### config.mk
export PLATFORM = sky130hd
export DESIGN_NAME = uart_rx_param
export DESIGN_NICKNAME = d
export VERILOG_FILES = /design/src/rtl/uart_pkg.sv /design/src/rtl/rx_tick_gen.sv /design/src/rtl/uart_rx_param.sv
export SDC_FILE = /design/constraint.sdc
export NUM_CORES = 1
export LEC_CHECK = 0
export CORE_MARGIN = 1
export CORE_UTILIZATION = 45
export DETAILED_ROUTE_END_ITERATION = 7
export GPL_ROUTABILITY_DRIVEN = 1
export PLACE_DENSITY = 0.76
export SLEW_MARGIN = 10
export SYNTH_ARGS = -nofsm -noshare
export SYNTH_HDL_FRONTEND = slang
export SYNTH_SLANG_ARGS = --single-unit
### constraint.sdc
create_clock -name CLK -period 3.7 [get_ports CLK]
set_input_delay 1.11 -clock CLK [delete_from_list [all_inputs] [get_ports CLK]]
set_output_delay 1.11 -clock CLK [all_outputs]
set_load 0.02 [all_outputs]
### src/rtl/uart_pkg.sv
// Shared types and helpers for the parameterised UART receiver.
// Optional feature macro: UART_RX_PARITY_EN adds the PARITY state.
package uart_pkg;

    typedef enum logic [2:0] {
        IDLE,
        START,
        DATA,
`ifdef UART_RX_PARITY_EN
        PARITY,
`endif
        STOP,
        WAIT_HIGH
    } rx_state_t;

    // 2-of-3 vote used to reject single-sample noise within a bit.
    function automatic logic majority3(input logic a, input logic b, input logic c);
        return (a & b) | (a & c) | (b & c);
    endfunction

    // Clock cycles per oversample tick, truncated.
    function automatic int calc_div(input int clk_hz, input int baud, input int oversample);
        return clk_hz / (baud * oversample);
    endfunction

endpackage

### src/rtl/rx_tick_gen.sv
// Oversample tick generator: one-cycle tick every DIV enabled clocks; clear realigns the phase.
module rx_tick_gen #(
    parameter int DIV = 27
) (
    input  logic clk,
    input  logic rst_n,
    input  logic clear,
    input  logic enable,
    output logic tick
);

    localparam int CW = (DIV > 1) ? $clog2(DIV) : 1;
    localparam logic [CW-1:0] CNT_LAST = CW'(DIV - 1);

    logic [CW-1:0] cnt_reg;

    assign tick = enable && (cnt_reg == CNT_LAST);

    always_ff @(posedge clk) begin
        if (!rst_n || clear) begin
            cnt_reg <= '0;
        end else if (enable) begin
            cnt_reg <= (cnt_reg == CNT_LAST) ? '0 : cnt_reg + CW'(1);
        end
    end

endmodule

### src/rtl/uart_rx_param.sv
// Oversampling UART receiver with majority-vote bit sampling and break handling.
// Optional feature macro: UART_RX_PARITY_EN (one parity bit, PARITY_ODD selects odd/even).
module uart_rx_param
    import uart_pkg::*;
#(
    parameter int CLK_HZ     = 50000000,
    parameter int BAUD       = 115200,
    parameter int DATA_BITS  = 8,
    parameter int OVERSAMPLE = 16,
    parameter int STOP_BITS  = 1
`ifdef UART_RX_PARITY_EN
    ,
    parameter int PARITY_ODD = 0
`endif
) (
    input  logic                 CLK,
    input  logic                 RSTn,
    input  logic                 RX_Pin_In,
    input  logic                 RX_En_Sig,
    output logic [DATA_BITS-1:0] RX_Data,
    output logic                 RX_Done_Sig,
    output logic                 Frame_Err,
    output logic                 Parity_Err,
    output logic                 Busy
);

    localparam int DIV = calc_div(CLK_HZ, BAUD, OVERSAMPLE);
    localparam int TW  = $clog2(OVERSAMPLE + 1);
    localparam int BW  = $clog2(DATA_BITS + 1);

    localparam logic [TW-1:0] T_LO  = TW'(OVERSAMPLE / 2 - 1);
    localparam logic [TW-1:0] T_MID = TW'(OVERSAMPLE / 2);
    localparam logic [TW-1:0] T_HI  = TW'(OVERSAMPLE / 2 + 1);
    localparam logic [TW-1:0] T_END = TW'(OVERSAMPLE);
    localparam logic [BW-1:0] LAST_DATA = BW'(DATA_BITS - 1);
    localparam logic [BW-1:0] LAST_STOP = BW'(STOP_BITS - 1);

    generate
        if (DIV < 2) begin : g_div_check
            $error("uart_rx_param: CLK_HZ/(BAUD*OVERSAMPLE) must be at least 2");
        end
        if (DATA_BITS < 5 || DATA_BITS > 9 || OVERSAMPLE < 8 || OVERSAMPLE > 32 ||
            (OVERSAMPLE % 2) != 0 || STOP_BITS < 1 || STOP_BITS > 2) begin : g_param_check
            $error("uart_rx_param: parameter out of legal range");
        end
    endgenerate

    // Line synchroniser; flops reset to the idle (high) level so reset never fakes an edge.
    logic rx_sync1_reg, rx_sync2_reg, rx_prev_reg;
    logic rx_s, fall_edge;

    always_ff @(posedge CLK) begin
        if (!RSTn) begin
            rx_sync1_reg <= 1'b1;
            rx_sync2_reg <= 1'b1;
            rx_prev_reg  <= 1'b1;
        end else begin
            rx_sync1_reg <= RX_Pin_In;
            rx_sync2_reg <= rx_sync1_reg;
            rx_prev_reg  <= rx_sync2_reg;
        end
    end

    assign rx_s      = rx_sync2_reg;
    assign fall_edge = rx_prev_reg & ~rx_sync2_reg;

    rx_state_t            state_reg, state_next;
    logic [TW-1:0]        tick_cnt_reg, tick_cnt_next;
    logic [BW-1:0]        bit_cnt_reg, bit_cnt_next;
    logic [DATA_BITS-1:0] shift_reg, shift_next;
    logic [1:0]           samp_reg, samp_next;
    logic                 stop_err_reg, stop_err_next;
    logic [DATA_BITS-1:0] rx_data_reg, rx_data_next;
    logic                 done_reg, done_next;
    logic                 frame_err_reg, frame_err_next;
`ifdef UART_RX_PARITY_EN
    logic                 parity_bit_reg, parity_bit_next;
    logic                 parity_err_reg, parity_err_next;
`endif

    logic          tick, tick_clear, tick_en;
    logic [TW-1:0] tick_num;
    logic          bit_end, mid_hi, vote, frame_bad;

    assign tick_en = (state_reg != IDLE);

    rx_tick_gen #(
        .DIV(DIV)
    ) u_tick_gen (
        .clk   (CLK),
        .rst_n (RSTn),
        .clear (tick_clear),
        .enable(tick_en),
        .tick  (tick)
    );

    assign tick_num  = tick_cnt_reg + TW'(1);
    assign bit_end   = tick && (tick_num == T_END);
    assign mid_hi    = tick && (tick_num == T_HI);
    assign vote      = majority3(samp_reg[0], samp_reg[1], rx_s);
    assign frame_bad = stop_err_reg | ~vote;

    always_ff @(posedge CLK) begin
        if (!RSTn) begin
            state_reg      <= IDLE;
            tick_cnt_reg   <= '0;
            bit_cnt_reg    <= '0;
            shift_reg      <= '0;
            samp_reg       <= '0;
            stop_err_reg   <= 1'b0;
            rx_data_reg    <= '0;
            done_reg       <= 1'b0;
            frame_err_reg  <= 1'b0;
`ifdef UART_RX_PARITY_EN
            parity_bit_reg <= 1'b0;
            parity_err_reg <= 1'b0;
`endif
        end else begin
            state_reg      <= state_next;
            tick_cnt_reg   <= tick_cnt_next;
            bit_cnt_reg    <= bit_cnt_next;
            shift_reg      <= shift_next;
            samp_reg       <= samp_next;
            stop_err_reg   <= stop_err_next;
            rx_data_reg    <= rx_data_next;
            done_reg       <= done_next;
            frame_err_reg  <= frame_err_next;
`ifdef UART_RX_PARITY_EN
            parity_bit_reg <= parity_bit_next;
            parity_err_reg <= parity_err_next;
`endif
        end
    end

    always_comb begin
        state_next      = state_reg;
        tick_cnt_next   = tick_cnt_reg;
        bit_cnt_next    = bit_cnt_reg;
        shift_next      = shift_reg;
        samp_next       = samp_reg;
        stop_err_next   = stop_err_reg;
        rx_data_next    = rx_data_reg;
        done_next       = 1'b0;
        frame_err_next  = frame_err_reg;
        tick_clear      = 1'b0;
`ifdef UART_RX_PARITY_EN
        parity_bit_next = parity_bit_reg;
        parity_err_next = parity_err_reg;
`endif

        if (tick) begin
            tick_cnt_next = bit_end ? '0 : tick_num;
            if (tick_num == T_LO)  samp_next[0] = rx_s;
            if (tick_num == T_MID) samp_next[1] = rx_s;
        end

        case (state_reg)
            IDLE: begin
                tick_cnt_next = '0;
                if (RX_En_Sig && fall_edge) begin
                    state_next    = START;
                    tick_clear    = 1'b1;
                    stop_err_next = 1'b0;
                end
            end
            START: begin
                if (tick && tick_num == T_MID && rx_s) begin
                    state_next = IDLE;
                end else if (bit_end) begin
                    state_next   = DATA;
                    bit_cnt_next = '0;
                end
            end
            DATA: begin
                if (mid_hi) shift_next = {vote, shift_reg[DATA_BITS-1:1]};
                if (bit_end) begin
                    if (bit_cnt_reg == LAST_DATA) begin
                        bit_cnt_next = '0;
`ifdef UART_RX_PARITY_EN
                        state_next   = PARITY;
`else
                        state_next   = STOP;
`endif
                    end else begin
                        bit_cnt_next = bit_cnt_reg + BW'(1);
                    end
                end
            end
`ifdef UART_RX_PARITY_EN
            PARITY: begin
                if (mid_hi) parity_bit_next = vote;
                if (bit_end) state_next = STOP;
            end
`endif
            STOP: begin
                if (mid_hi) begin
                    if (bit_cnt_reg == LAST_STOP) begin
                        // Frame complete at the last stop sample; results appear with the pulse next cycle.
                        done_next      = 1'b1;
                        rx_data_next   = shift_reg;
                        frame_err_next = frame_bad;
`ifdef UART_RX_PARITY_EN
                        parity_err_next = (^shift_reg) ^ parity_bit_reg ^ 1'(PARITY_ODD);
`endif
                        tick_clear     = 1'b1;
                        tick_cnt_next  = '0;
                        bit_cnt_next   = '0;
                        state_next     = frame_bad ? WAIT_HIGH : IDLE;
                    end else begin
                        stop_err_next = frame_bad;
                    end
                end else if (bit_end) begin
                    bit_cnt_next = bit_cnt_reg + BW'(1);
                end
            end
            WAIT_HIGH: begin
                // Any low level restarts the full-bit high qualification.
                if (!rx_s) begin
                    tick_cnt_next = '0;
                end else if (bit_end) begin
                    state_next = IDLE;
                end
            end
            default: state_next = IDLE;
        endcase
    end

    assign RX_Data     = rx_data_reg;
    assign RX_Done_Sig = done_reg;
    assign Frame_Err   = frame_err_reg;
    assign Busy        = tick_en;
`ifdef UART_RX_PARITY_EN
    assign Parity_Err  = parity_err_reg;
`else
    assign Parity_Err  = 1'b0;
`endif

endmodule
==> results.txt <==
status = finished clean
# DRC = 0
Synth top area share = 37.4%
RSZ-0062 raised after global routing = false
worst setup margin = 0.590 ns
crit path max fanout = 11
Worst setup SP type = flip-flop
Via density = 5.51
CP endpoint = Busy
R2R depth = 7
Worst-Skew Late Latency = 0.30 ns
buffer levels on the longest clock path = 2
largest cells by area after synthesis = dfxtp_1 37%, mux2i_1 9.1%, nor2b_1 6.6%, ha_1 4.6%, nand2_1 3.6%
CTS tree = built
P per Cell Area = 363 mW/mm^2
Post-CTS Resized = 0
#FFs+latches synth = 41
synth warn = 0
Post-synth top cells = 41 x dfxtp_1, 23 x nor2b_1, 21 x nand2_1
die span in x = 71.8 um
Hold Path Class = flip-flop to flip-flop
Mapped Cells = 246
post-route cell area = 0.00243 mm^2
Tmin final = 3.11 ns
number of global-route vias before repair = 1572
Top FF cell, synth = dfxtp_1
Worst Setup End Kind = output port
Max Fclk = 322 MHz
dpl cell area = 0.00234 mm^2
First DRT Iteration DRCs = 67
htree depth = 2
Worst Path Arrival = 2.00 ns
metal3 WL = 132 um
Port Buffers = 14
average size of a mapped cell = 8.92 um^2
final net count = 267
cell with the most instances after synthesis = dfxtp_1
drt wl/cell = 13.8 um
Pleak = 0.899 nW
CP Class = flip-flop to output port
clk slew on worst S/H paths = 0.09 ns
antenna violations before repair = 0
hold_buf cts = 0
critical path required time = 2.59 ns
initial core utilization = 46.7%
max-slew violations = 0
wl on met1 = 2.12 mm
r2r startpoint = tick_cnt_reg[1]
hpwl dp = 3.03 mm
first-pass GRT wire length = 7.31 mm
Highest Signal Layer = met4
Final Cycle Share = 84.1%
Yosys top cell by area = dfxtp_1
router iterations before antenna repair = 4
slowest CP cell = clkdlybuf4s50_1
largest net degree at the start of global routing = 23
Layout Utilization = 51.8%
Critical Path Max Stage Delay = 0.58 ns
row count = 25
Num CTS Buffers = 5
Syn Std Cell Area = 0.00219 mm^2
GRT Util Overall = 18.1%
Final Wtd Congestion = 0.922
syn nets = 258
register area share after synthesis = 37.4%
Setup crit start = state_reg[0]
VDD IR-drop max = 0.301 mV
DIE HEIGHT = 71.8 um
postcts setup bufs = 0
EDFF count, synth = 0
FF-to-FF End = shift_reg[3]
worst-path cell chain = nor3_1 -> inv_1 -> clkdlybuf4s50_1
Diodes inserted = 0
pre-CTS setup slack = 0.922 ns
Area growth, synth to finish = 10.8%
total number of vias = 1708
grt ovf = 0
share of cells above drive strength 1 = 5.47%
I/O pin cnt = 16
hold_sp = rx_sync1_reg
floorplan core area = 0.00469 mm^2
Layout Skew = 0.00872 ns
final hold vios = 0
Synth async-reset ratio = 0%
Worst Tran Pin Value = 0.639 ns
Power, Total = 0.000883 W
final WL = 4.29 mm
ANT nets after route = 0
max-cap violation count = 0
metal2 WL = 1.97 mm
Die ar. = 0.00516 mm^2
CTS Root Cell = clkbuf_8
setup tns final = 0 ns
Rel. slew slack = 57.3%
clock sinks = 41
Netlist cell types = 57
Final Setup Violations = 0
R2R setup slack = 1.06 ns
cell families (layout without fill, tap and decap cells):
| logic type | count (synthesis) | count (layout) | share of synthesized area (%) |
|---|---|---|---|
| other | 1 | 1 | 0.171 |
| adder cells (fa/ha/maj) | 9 | 9 | 5.02 |
| XOR/XNOR | 6 | 6 | 2.40 |
| multiplexers | 20 | 20 | 9.13 |
| buffers and inverters | 21 | 31 | 4.79 |
| AND/OR/NAND/NOR | 112 | 112 | 29.0 |
| flip-flops | 41 | 41 | 37.4 |
| AO/OA/AOI/OAI | 36 | 36 | 12.1 |
cell usage in the layout (no fill, tap or decap), types with 3 or more instances in the layout:
cell	count
nand3_1	5
o21ai_1	3
nand2_1	21
nor2_1	18
a21oi_1	8
and3b_1	3
ha_1	8
inv_1	7
dfxtp_1	41
nor3_1	8
xor2_1	5
a21boi_1	3
nand4_1	4
and2_1	5
nand2b_1	5
clkbuf_8	5
clkdlybuf4s50_1	14
mux2i_1	20
nor2b_1	23
o21ai_0	3
how the worst min path moves through the flow:
stage / end / slack (ns) / depth (start not counted)
3_5_place_dp: rx_s / 0.40 / 1
3_3_place_gp: rx_s / 0.39 / 1
4_1_cts: rx_s / 0.42 / 1
2_1_floorplan: rx_s / 0.39 / 1
5_1_grt: rx_s / 0.43 / 1
6_report: rx_s / 0.42 / 1
worst max-delay path, delay by kind of cell (launching register included):
kind / cells / cell delay, ns
buf+inv: 2 / 0.78
simple gates: 1 / 0.49
flops: 1 / 0.43
stage by stage:
step | hold WS [ns] | cells
floorplan | 0.386 | 246
global placement | 0.389 | 302
detailed placement | 0.398 | 302
CTS | 0.420 | 310
global route | 0.434 | 310
finish | 0.415 | 310
routing by layer:
| layer | track usage (%) | vias to the layer above |
|---|---|---|
| met3 | 3.80 | 8 |
| met5 | 0 | - |
| met4 | 7.19 | 0 |
| li1 | - | 872 |
| met2 | 28.5 | 31 |
| met1 | 24.1 | 797 |
layout make-up:
type	instances	area, um^2
Tap cell	54	67.6
Sequential cell	41	821
Timing Repair Buffer	16	155
Fill cell	448	2260
Clock inverter	3	25.0
Inverter	7	26.3
Multi-Input combinational cell	184	1270
Clock buffer	5	68.8
where the power goes:
group / total (W) / internal, W / switching (W) / leakage, nW
sequential: 0.000468 / 0.000450 / 0.0000181 / 0.331
combinational: 0.0000979 / 0.0000396 / 0.0000583 / 0.523
clock: 0.000317 / 0.000138 / 0.000179 / 0.0452
total: 0.000883 / 0.000627 / 0.000256 / 0.899
Power figures use the tool's default switching activity.
